`src/rtl/filter_seq_ctrl.sv`:
```
// ---------------------------------------------------------------------------
// filter_seq_ctrl
//
// Sweeps the A/B select lines of the four-latch X/A/B input filter through
// all four code combinations in Gray order (00, 01, 11, 10). Each combination
// is held for PHASE_LEN cycles. The active-low X input is watched in every
// phase. At the end of one full sweep the block pulses done. pass is high
// only if X went low at least once in every phase.
//
// Ports:
//   clk    in   rising-edge clock
//   rst_n  in   asynchronous active-low reset
//   start  in   begin a sweep (only honoured in IDLE)
//   abort  in   cancel a running sweep; beats start in IDLE
//   x      in   filter input under test, active-low event
//   a_out  out  A select to the filter (registered)
//   b_out  out  B select to the filter (registered)
//   busy   out  high while a sweep is running
//   done   out  one-cycle pulse at sweep completion
//   pass   out  sweep result, held until the next accepted start
//   hits   out  per-phase sticky X-low flags, bit n = phase n
// ---------------------------------------------------------------------------
module filter_seq_ctrl #(
    parameter int PHASE_LEN = 8     // cycles per phase, 1..255
) (
    input  logic       clk,
    input  logic       rst_n,
    input  logic       start,
    input  logic       abort,
    input  logic       x,
    output logic       a_out,
    output logic       b_out,
    output logic       busy,
    output logic       done,
    output logic       pass,
    output logic [3:0] hits
);

    typedef enum logic [1:0] {
        S_IDLE = 2'd0,
        S_RUN  = 2'd1,
        S_DONE = 2'd2
    } state_t;

    localparam logic [7:0] LAST_CNT = 8'(PHASE_LEN - 1);

    state_t     state_q, state_d;
    logic [1:0] phase_q, phase_d;
    logic [7:0] cnt_q,   cnt_d;
    logic [3:0] hits_q,  hits_d;
    logic       pass_q,  pass_d;
    logic       a_q,     a_d;
    logic       b_q,     b_d;

    // X-low seen on this edge, steered to the bit of the current phase.
    logic [3:0] hits_set;
    // Sticky flags including this edge's sample; used for the final pass
    // decision so the last sample of phase 3 is not lost.
    logic [3:0] hits_acc;

    genvar gi;
    generate
        for (gi = 0; gi < 4; gi++) begin : g_hit
            assign hits_set[gi] = (phase_q == 2'(gi)) && !x;
        end
    endgenerate

    assign hits_acc = hits_q | hits_set;

    always_comb begin
        state_d = state_q;
        phase_d = phase_q;
        cnt_d   = cnt_q;
        hits_d  = hits_q;
        pass_d  = pass_q;

        case (state_q)
            S_IDLE: begin
                if (start && !abort) begin
                    state_d = S_RUN;
                    phase_d = 2'd0;
                    cnt_d   = 8'd0;
                    hits_d  = 4'b0000;
                    pass_d  = 1'b0;
                end
            end
            S_RUN: begin
                hits_d = hits_acc;
                if (abort) begin
                    // Partial hits are kept for diagnosis; pass is forced low.
                    state_d = S_IDLE;
                    phase_d = 2'd0;
                    cnt_d   = 8'd0;
                    pass_d  = 1'b0;
                end else if (cnt_q < LAST_CNT) begin
                    cnt_d = cnt_q + 8'd1;
                end else if (phase_q != 2'd3) begin
                    phase_d = phase_q + 2'd1;
                    cnt_d   = 8'd0;
                end else begin
                    state_d = S_DONE;
                    phase_d = 2'd0;
                    cnt_d   = 8'd0;
                    pass_d  = &hits_acc;
                end
            end
            S_DONE: begin
                state_d = S_IDLE;
            end
            default: begin
                state_d = S_IDLE;
            end
        endcase

        // Select lines follow the next phase so they switch on the same
        // edge the phase changes; forced to 00 outside RUN.
        // Gray decode: a = phase[1], b = phase[1] ^ phase[0].
        a_d = (state_d == S_RUN) && phase_d[1];
        b_d = (state_d == S_RUN) && (phase_d[1] ^ phase_d[0]);
    end

    always_ff @(posedge clk or negedge rst_n) begin
        if (!rst_n) begin
            state_q <= S_IDLE;
            phase_q <= 2'd0;
            cnt_q   <= 8'd0;
            hits_q  <= 4'b0000;
            pass_q  <= 1'b0;
            a_q     <= 1'b0;
            b_q     <= 1'b0;
        end else begin
            state_q <= state_d;
            phase_q <= phase_d;
            cnt_q   <= cnt_d;
            hits_q  <= hits_d;
            pass_q  <= pass_d;
            a_q     <= a_d;
            b_q     <= b_d;
        end
    end

    assign a_out = a_q;
    assign b_out = b_q;
    assign busy  = (state_q == S_RUN);
    assign done  = (state_q == S_DONE);
    assign pass  = pass_q;
    assign hits  = hits_q;

endmodule

```
`config.mk`:
```
export PLATFORM = sky130hd
export DESIGN_NAME = filter_seq_ctrl
export DESIGN_NICKNAME = d
export VERILOG_FILES = /design/src/rtl/filter_seq_ctrl.sv
export SDC_FILE = /design/constraint.sdc
export NUM_CORES = 1
export LEC_CHECK = 0
export CAP_MARGIN = 20
export CORE_MARGIN = 8
export CORE_UTILIZATION = 39
export DETAILED_ROUTE_END_ITERATION = 8
export PLACE_DENSITY = 0.64
export SLEW_MARGIN = 20
export SYNTH_ARGS = -nofsm -noshare
export SYNTH_HDL_FRONTEND = slang
export SYNTH_SLANG_ARGS = --single-unit
export TNS_END_PERCENT = 1
```
`constraint.sdc`:
```
create_clock -name clk -period 4.19 [get_ports clk]
set_input_delay 0.838 -clock clk [delete_from_list [all_inputs] [get_ports clk]]
set_output_delay 0.838 -clock clk [all_outputs]
set_load 0.02 [all_outputs]
```
# Word level (Yosys, flattened, before mapping)
# Cells that the tools add are included.
[word_totals]
out_inout_bits = 9
reg_bits = 19
input_bits = 5
word_cells = 58
[classes]
magnitude_cmp = 1
reduce_logical = 15
bitwise_logic = 2
n_addsub = 2
n_eq_ne = 10
n_mux = 21
[ops]
columns = ["op", "count"]
rows = [
  ["two-way mux 8 bit", 3],
  ["two-way mux 2 bit", 8],
  ["case mux 8 bit (2 select lines)", 1],
  ["adder 8 x 1 -> 8 bit (second input constant)", 1],
  ["less-than comparator 8 x 3 -> 1 bit (second input constant)", 1],
  ["case mux 2 bit (2 select lines)", 2],
  ["case mux 4 bit (2 select lines)", 1],
  ["AND reduction 4 bit", 2],
  ["logical AND 1 bit", 7],
  ["equality test 2 x 1 -> 1 bit (second input constant)", 3],
  ["equality test 2 bit (second input constant)", 3],
  ["!= test 3 bit (second input constant)", 2],
  ["logical NOT 2 bit", 2],
  ["two-way mux 1 bit", 4],
  ["two-way mux 4 bit", 1],
  ["!= test 2 bit (second input constant)", 2],
  ["bitwise OR 4 bit", 1],
  ["adder 2 x 1 -> 2 bit (second input constant)", 1],
  ["logical NOT 1 bit", 2],
  ["case mux 1 bit (2 select lines)", 1],
  ["AND reduction 2 bit", 1],
  ["nonzero test 2 bit", 1],
  ["XOR 1 bit", 1],
]

# Logic depth before layout (Yosys ltp)
# Gate-level depths: netlist (run 1).
[depth]
depth_word = 8
depth_mapped = 6
depth_no_buf = 6

# Least setup slack after synthesis (run 1)
# OpenSTA, ideal clock, no wires.
[synth_timing]
kind = "input -> register"
from = "input port abort"
to = "register pass_q (netlist: pass)"
setup_slack_ns = 2.161
cell_stages = 5
setup_ns = 0.121
required_time_ns = 4.069
n_path_buf = 0
arrival_time_ns = 1.908
path_cell_list = "nand2b_4 -> a21o_1 -> a31oi_1 -> o21ai_0 -> a22o_1"
[synth_between]
elab_chain_len = 4
word_cells_on_any_way = 8
cone_classes = "eq/ne: 3; mux: 2; reduce/logical: 3"
[synth_rtl]
columns = ["item", "line_no", "text"]
rows = [
  ["start, declared", "29", "input logic abort,"],
  ["logical NOT 1 bit", "79", "if (start && !abort) begin"],
  ["logical AND 1 bit", "79", ""],
  ["!= test 2 bit (no source line)", "n/a", ""],
  ["AND reduction 4 bit (no source line)", "n/a", ""],
  ["end signal, assigned", "136", "pass_q <= pass_d;"],
  ["end, declared", "51", "logic pass_q, pass_d;"],
]
# Several ways; a longest one is shown, not always the timed one.
# A chain may end at the register's enable or synchronous reset.

# Worst setup path in the final report (run 1)
[layout_timing]
from = "register state_q[0]"
to = "output port busy"
[layout_between]
elab_chain_len = 1
[layout_rtl]
columns = ["item", "line_no", "text"]
rows = [
  ["start, declared", "47", "state_t state_q, state_d;"],
  ["start signal, assigned", "132", "state_q <= state_d;"],
  ["equality test 2 x 1 -> 1 bit", "144", "assign busy = (state_q == S_RUN);"],
  ["end, declared", "33", "output logic busy,"],
]
# Every way passes these cells.

==> flow_summary.yaml, run 1 <==
critical_path:
  critPathCaptureType: "output port"
  worstPathRequired_ps: 3350
  worstPathArrival_ps: 1580
  cp_num_buf_inv: 2
  slowest_delay_ps: 610
  r2r_cells: 6
  r2r_setup_slack_ps: 2350
  r2r-start: "cnt_q[0]"
  crit_chain: "inv_1 -> nor2_1 -> clkdlybuf4s50_1"
  path_max_fanout: 5
  reg2reg_to: "b_out"
  timing_worst_setup_path_type: "reg -> out"
  worst_path_max_delay_cell: "clkdlybuf4s50_1"
  cp_top_family: "buffers and inverters"
  startpoint_type: "register"
grt:
  gr-total-overflow: 0
  grt_pass1_vias: 693
  antenna_found_initial: 0
  grt_max_degree: 20
  grt_pass1_wl_mm: 3.22
  grtUsageTotal_pct: 9.98
sta:
  finalHoldViolCount: 0
  worst_slew_pin_slew_ps: 836
  maxSlewHeadroom_pct: 44.1
  fin_setup_tns_ps: 0
  fmax_mhz: 414
  rsz0062_at_grt: "no"
  layout_min_cycle_time_ps: 2420
  setup_viol: 0
  finClkSkew_ps: 1.70
  fin_crit_sh_pct: 57.7
  drv_slew: 0
synthesis:
  yosysSeqAreaShare_pct: 50.3
  yosysMostFrequentCell: "dfrtp_1"
  synthCells: 87
  synth_area_leaders: "dfrtp_1, ha_1, nor2_1, a21oi_1, a221oi_4"
  synth_area_per_cell_um2: 10.9
  ys_ff_latch: 19
  netlist.area_leader.share_pct: 50.3
  synth_common_cells: "dfrtp_1, nor2_1, a21oi_1"
  synthDistinctLibCells: 31
  synth_edf_count: 0
  synth_flop_cell: "dfrtp_1"
  async_flop_share_pct: 100
  synth_top_cell_by_area: "dfrtp_1"
  synth_warnings: 0
  syn_nets: 97
  synthesis.area_um2: 945
floorplan:
  num_rows: 18
  die_y_um: 65.2
  io_pins: 14
  core_area_mm2: 0.00239
  start_util_pct: 39.6
  die_x_um: 65.2
  die_area_mm2: 0.00425
power_and_ir_drop:
  clockPowerShare_pct: 27.9
  power.density_mw_per_mm2: 295
  p_sw_share_pct: 27.0
  p_sw_mw: 0.0903
  ir_drop_v: 0.000191
  p_comb_share_pct: 13.3
  p_leak_nw: 0.538
  power.total_mw: 0.335
  intPower_mw: 0.244
  p_seq_share_pct: 58.8
finish:
  num_antenna_cells: 0
  fin_nets: 114
  drive_gt1_share_pct: 14.6
  area_growth_pct: 20.3
run_status:
  status: "finished clean"
cts:
  clk_pin_slew_ps: 110
  clock-sinks: 19
  cts_buffer_depth: 2
  cts_resized: 0
  cts_tree: "done"
  post-cts-setup-buffer-count: 0
  clk_latency_ps: 300
  numCtsBuffers: 3
  clockRootBuffer: "clkbuf_4"
  cts_hold_buf: 0
  cts_max_level: 1
placed_design:
  placement.io_buffers: 13
  hpwl_mm: 1.45
  place.gp.congestion: 0.804
detailed_routing:
  post_drt_wl_per_cell_um: 14.1
  route.detailed.drc: 0
  vias: 707
  first_iter_violations: 20
  routed_wl_mm: 1.87
  viasPerCell: 5.32
  ant_nets: 0
  dr.pass1.iters: 4
hold_path:
  min_from: "pass"
  hold_depth: 1
  hp-class: "reg -> reg"
  worst_hold_path.endpoint: "pass"
run:
  drv_cap: 0
==> layout make-up <==
cell class	instances	area, µm²
fill	249	1250
sequential	19	475
multi-input combinational	61	443
timing repair buffer	13	130
tap	30	37.5
clock buffer	3	22.5
inverter	6	22.5
clock inverter	1	5.00
==> worst register-to-register path: cells and delay by family, from the launching register on <==
kind            cells  cell delay, ps
simple gates        1              50
compound gates      3             870
fa+ha+maj           1             240
flops               1             410
xor+xnor            1             170
==> how the worst max path moves through the flow <==
stage               startpoint  slack [ps]  cells past startpoint  endpoint
detailed placement       abort        1550                      6      pass
finish              state_q[0]        1770                      3      busy
CTS                 state_q[0]        1760                      3      busy
floorplan                abort        2160                      5      pass
global placement         abort        1610                      6      pass
global route        state_q[0]        1680                      3      busy
==> power by group through the flow <==
stage          registers (mW)  logic (mW)  clock network (mW)
5_1_grt                 0.198      0.0496               0.107
3_3_place_gp            0.200      0.0444                   0
2_1_floorplan           0.201      0.0237                   0
4_1_cts                 0.197      0.0451              0.0981
6_report                0.197      0.0445              0.0933
3_5_place_dp            0.200      0.0450                   0
==> layout by cell type, fill, tap and decap left out, types with 2 or more instances in the layout <==
cell type         n
ha_1              5
a22o_1            3
inv_1             6
and2_2            2
dfrtp_1          19
a31oi_1           3
a211oi_1          2
nor2_1           14
clkdlybuf4s50_1  13
nor3_1            2
clkbuf_4          3
a21oi_1           8
o21ai_0           2
and4_2            2
==> routing by layer <==
layer,part of all wire (%),vias up,GRT usage (%)
met4,3.2,0,7.36
met2,43,22,13.4
met5,0,-,0
met1,46,337,12.4
met3,7.3,4,4.08
li1,-,344,-
==> cell families (layout without fill, tap and decap cells) <==
logic type | after synthesis | in the layout | share of synthesized area [%]
xor gates and xnor gates | 1 | 1 | 0.927
muxes | 1 | 1 | 1.19
AOI/OAI and AO/OA | 24 | 24 | 18.7
buffers and inverters | 7 | 23 | 2.78
and+or+nand+nor | 30 | 30 | 19.5
DFF | 19 | 19 | 50.3
adders and majority gates | 5 | 5 | 6.62
==> state kept, by name, indices dropped and copies added, names as in the netlist <==
| name | flops |
|---|---|
| state_q | 2 |
| phase_q | 2 |
| b_out | 1 |
| cnt_q | 8 |
| pass | 1 |
| a_out | 1 |
| hits | 4 |
==> metrics by stage <==
step | area [µm²] | util, % | hold slack, ps | std cells | worst slack, ps
after floorplan | 945 | - | 501 | 87 | 2160
after global placement | 1110 | 46.4 | 502 | 129 | 1610
after detailed placement | 1110 | 46.4 | 506 | 129 | 1550
after CTS | 1140 | 47.6 | 531 | 133 | 1760
after global routing | 1140 | 47.6 | 566 | 133 | 1680
final | 1140 | 47.6 | 525 | 133 | 1770
Note: power is estimated with default switching activity, not from simulation.
==> run 2, diff against run 1 <==
==> constraint.sdc (replaced) <==
create_clock -name clk -period 2.4 [get_ports clk]
set_input_delay 0.48 -clock clk [delete_from_list [all_inputs] [get_ports clk]]
set_output_delay 0.48 -clock clk [all_outputs]
set_load 0.02 [all_outputs]
==> flow_summary.yaml, run 2 (synthesized netlist as in run 1, its figures left out) <==
critical_path:
  critPathCaptureType: "output port"
  startpoint_type: "register"
  crit_chain: "nor2b_1 -> clkdlybuf4s50_1"
  r2r-start: "cnt_q[0]"
  worst_path_max_delay_cell: "clkdlybuf4s50_1"
  worstPathRequired_ps: 1920
  timing_worst_setup_path_type: "reg -> out"
  path_max_fanout: 8
  slowest_delay_ps: 610
  worstPathArrival_ps: 1550
  crit_path_start: "state_q[1]"
finish:
  final_cell_mix: "dfrtp_1, nor2_1, clkdlybuf4s50_1"
  fin_nets: 117
  area_growth_pct: 22.5
  num_antenna_cells: 0
  drive_gt1_share_pct: 16.0
  layout_commonest_cell: "dfrtp_1"
  largest_reg_flops: 8
  top_register: "cnt_q"
power_and_ir_drop:
  power.density_mw_per_mm2: 506
  ir_drop_v: 0.000305
  p_leak_nw: 0.550
detailed_routing:
  route.detailed.drc: 0
  post_drt_wl_per_cell_um: 13.3
  routed_wl_mm: 1.81
  first_iter_violations: 18
  viasPerCell: 5.13
  ant_nets: 0
  vias: 697
  dr.pass1.iters: 4
sta:
  worst_slew_pin_slew_ps: 478
  hold_slack_ps: 506
  fin_crit_sh_pct: 84.4
  maxSlewHeadroom_pct: 68.1
  setup_viol: 0
  drv_slew: 0
  fin_setup_tns_ps: 0
  finalHoldViolCount: 0
  finClkSkew_ps: 2.52
  rsz0062_at_grt: "no"
  fmax_mhz: 494
  layout_min_cycle_time_ps: 2030
run:
  drv_cap: 0
hold_path:
  hp-class: "in -> async"
placed_design:
  hpwl_mm: 1.40
  placement.io_buffers: 13
  place.gp.congestion: 0.816
floorplan:
  die_area_mm2: 0.00425
  num_rows: 18
  core_area_mm2: 0.00239
  io_pins: 14
  die_x_um: 65.2
  die_y_um: 65.2
  start_util_pct: 39.6
grt:
  antenna_found_initial: 0
  grtUsageTotal_pct: 9.21
  grt_max_degree: 20
  gr-total-overflow: 0
  grt_pass1_vias: 688
  grt_pass1_wl_mm: 3.09
run_status:
  status: "finished clean"
cts:
  cts_hold_buf: 0
  numCtsBuffers: 3
  cts_max_level: 1
  cts_tree: "done"
  clock-sinks: 19
  cts_resized: 0
  clk_latency_ps: 290
  post-cts-setup-buffer-count: 0
  cts_buffer_depth: 2
  clockRootBuffer: "clkbuf_4"
  clk_pin_slew_ps: 100
## run 2: cell types whose count changed in the layout (fill, tap and decap cells not counted), sizes merged
cell,before,now
clkinv,1,0
buf,0,3
clkbuf,3,4
## run 2: routing by layer
layer	part of all wire (%)	vias to the layer above	track usage, %	wire length, µm
met5	0	-	0	0
met4	1.5	0	4.90	27
met3	8.1	4	3.23	147
met2	43	22	13.5	783
met1	47	321	11.6	854
li1	-	350	-	-
## run 2: final timing paths
| check | to | slack, ps | depth (start not counted) |
|---|---|---|---|
| worst max-delay path | done | 370 | 2 |
| worst min-delay path | hits[3] | 510 | 2 |
| worst max register to register | b_out | 530 | 6 |
| worst min register to register | pass | 510 | 1 |
| max in group asynchronous | cnt_q[6] | 1700 | 2 |
| min in group clk | pass | 510 | 1 |
## run 2: cell type report
class / instances / area [µm²]
multi-input cells: 61 / 443
inverters: 6 / 22.5
repair buffers: 16 / 153
fillers: 237 / 1230
flip-flops and latches: 19 / 475
well taps: 30 / 37.5
clock buffers: 4 / 26.3
## run 2: per-stage QoR
| stage | utilization (%) | instance area [µm²] | std cells | power [mW] | worst slack, ps |
|---|---|---|---|---|---|
| 6_report | 48.5 | 1160 | 136 | 0.586 | 375 |
| 3_3_place_gp | 47.4 | 1130 | 132 | 0.434 | 306 |
| 3_5_place_dp | 47.4 | 1130 | 132 | 0.434 | 286 |
| 4_1_cts | 48.5 | 1160 | 136 | 0.594 | 364 |
| 5_1_grt | 48.5 | 1160 | 136 | 0.618 | 272 |
| 2_1_floorplan | - | 945 | 87 | 0.393 | 729 |
## run 2: where the power goes
group	switching [mW]	internal (mW)	leakage (nW)	total, mW
combinational	0.0466	0.0380	0.274	0.0846
sequential	0.0113	0.331	0.261	0.343
clock	0.0938	0.0646	0.0150	0.158
total	0.152	0.434	0.550	0.586
## run 2: worst max-delay path: cells and delay by family (launching register included)
| kind | cells | cell delay [ps] |
|---|---|---|
| buf+inv | 1 | 610 |
| flops | 1 | 480 |
| simple gates | 1 | 170 |
==> run 3, diff against run 2 <==
--- a/config.mk
+++ b/config.mk
@@ -9,7 +9,7 @@
 export CORE_MARGIN = 8
 export CORE_UTILIZATION = 39
 export DETAILED_ROUTE_END_ITERATION = 8
-export PLACE_DENSITY = 0.64
+export PLACE_DENSITY = 0.66
 export SLEW_MARGIN = 20
 export SYNTH_ARGS = -nofsm -noshare
 export SYNTH_HDL_FRONTEND = slang
==> constraint.sdc (replaced) <==
create_clock -name clk -period 1.85 [get_ports clk]
set_input_delay 0.37 -clock clk [delete_from_list [all_inputs] [get_ports clk]]
set_output_delay 0.37 -clock clk [all_outputs]
set_load 0.02 [all_outputs]
==> flow_summary.yaml, run 3 (synthesized netlist as in run 1, its figures left out) <==
power_and_ir_drop:
  ir_drop_v: 0.000368
  p_seq_share_pct: 57.4
  p_comb_share_pct: 15.0
  p_sw_mw: 0.211
  intPower_mw: 0.564
  power.density_mw_per_mm2: 645
  clockPowerShare_pct: 27.6
  p_leak_nw: 0.586
  p_sw_share_pct: 27.2
finish:
  fin_nets: 123
  top_register: "cnt_q"
  area_growth_pct: 27.3
  drive_gt1_share_pct: 22.3
  layout_commonest_cell: "dfrtp_1"
  largest_reg_flops: 8
  num_antenna_cells: 0
  final_cell_mix: "dfrtp_1, nor2_1, clkdlybuf4s50_1"
  final_cell_count_no_fill: 142
grt:
  grt_max_degree: 20
  grt_pass1_vias: 749
  grtUsageTotal_pct: 9.87
  antenna_found_initial: 0
  gr-total-overflow: 0
  grt_pass1_wl_mm: 3.35
detailed_routing:
  post_drt_wl_per_cell_um: 13.1
  ant_nets: 0
  routed_wl_mm: 1.86
  dr.pass1.iters: 4
  first_iter_violations: 24
  route.detailed.drc: 0
  viasPerCell: 5.06
  vias: 719
sta:
  layout_min_cycle_time_ps: 1740
  drv_slew: 0
  fin_crit_sh_pct: 94.1
  maxSlewHeadroom_pct: 72.1
  setup_viol: 0
  finClkSkew_ps: 3.63
  fmax_mhz: 574
  hold_slack_ps: 391
  rsz0062_at_grt: "no"
  finalHoldViolCount: 0
  worst_slew_pin_slew_ps: 415
hold_path:
  hp-class: "in -> async"
floorplan:
  start_util_pct: 39.6
  io_pins: 14
  die_area_mm2: 0.00425
  core_area_mm2: 0.00239
  die_x_um: 65.2
  die_y_um: 65.2
  num_rows: 18
run:
  drv_cap: 0
placed_design:
  place.gp.congestion: 0.861
  placement.io_buffers: 13
  hpwl_mm: 1.47
  placedCellCount: 138
cts:
  numCtsBuffers: 3
  cts_tree: "done"
  clk_pin_slew_ps: 110
  clk_latency_ps: 300
  clockRootBuffer: "clkbuf_4"
  cts_max_level: 1
  clock-sinks: 19
  cts_buffer_depth: 2
  post-cts-setup-buffer-count: 0
run_status:
  status: "finished clean"
critical_path:
  startpoint_type: "register"
  worstPathArrival_ps: 1940
  timing_worst_setup_path_type: "reg -> reg"
  slowest_delay_ps: 400
  worstPathRequired_ps: 2050
  crit_chain: "ha_1 -> a21oi_1 -> buf_4 -> and4_2 -> a211oi_1 -> xnor2_1 -> nor2_1"
  path_max_fanout: 6
  critPathCaptureType: "register"
  worst_path_max_delay_cell: "dfrtp_1"
==> run 3: worst paths after layout <==
check	to	cells after the start	slack, ps	start
worst max-delay path	b_out	7	110	cnt_q[0]
worst min-delay path	a_out	2	390	rst_n
worst max register to register	b_out	7	110	cnt_q[0]
worst min register to register	pass	1	510	pass
max in group asynchronous	state_q[1]	2	1240	rst_n
min in group clk	pass	1	510	pass
==> run 3: power by group through the flow <==
stage          sequential [mW]  combinational [mW]  clock, mW
2_1_floorplan            0.456              0.0536          0
3_3_place_gp             0.452               0.118          0
3_5_place_dp             0.453               0.119          0
4_1_cts                  0.445               0.118      0.221
5_1_grt                  0.448               0.131      0.246
6_report                 0.445               0.116      0.214
==> run 3: repair_timing <==
| item | in CTS | in global routing |
|---|---|---|
| gates resized for setup | 3 | 0 |
| endpoints found under the setup margin | 2 | 0 |
| hold buffers | 0 | 0 |
==> run 3: worst max-delay path, delay by kind of cell (launching register included) <==
| family | cells | cell delay, ps |
|---|---|---|
| AO/OA/AOI/OAI | 2 | 450 |
| flip-flops | 1 | 400 |
| AND/OR/NAND/NOR | 2 | 260 |
| adder cells (fa/ha/maj) | 1 | 210 |
| XOR/XNOR | 1 | 170 |
| buffers and inverters | 1 | 150 |
==> run 3: stage by stage <==
step	TNS, ps	power [mW]	instance area, µm²	utilization, %	setup slack [ps]
floorplan	0	0.509	945	-	191
global placement	-163	0.569	1180	49.3	-105
detailed placement	-379	0.572	1180	49.3	-167
CTS	0	0.784	1200	50.4	108
global route	0	0.825	1200	50.4	18.5
finish	0	0.775	1200	50.4	109
==> run 3: area by class of cell <==
type	count	area, µm²
clock inverter	1	5.00
tap	30	37.5
inverter	6	22.5
multi-input combinational	61	443
sequential	19	477
fill	237	1180
clock buffer	3	22.5
timing repair buffer	22	195
==> run 3: metal layers <==
layer	part of all wire, %	routed length, µm	track usage (%)	vias up
li1	-	-	-	366
met1	49	904	11.7	339
met2	44	820	15.6	10
met3	5.9	109	3.74	4
met4	1.2	23	4.09	0
met5	0	0	0	-
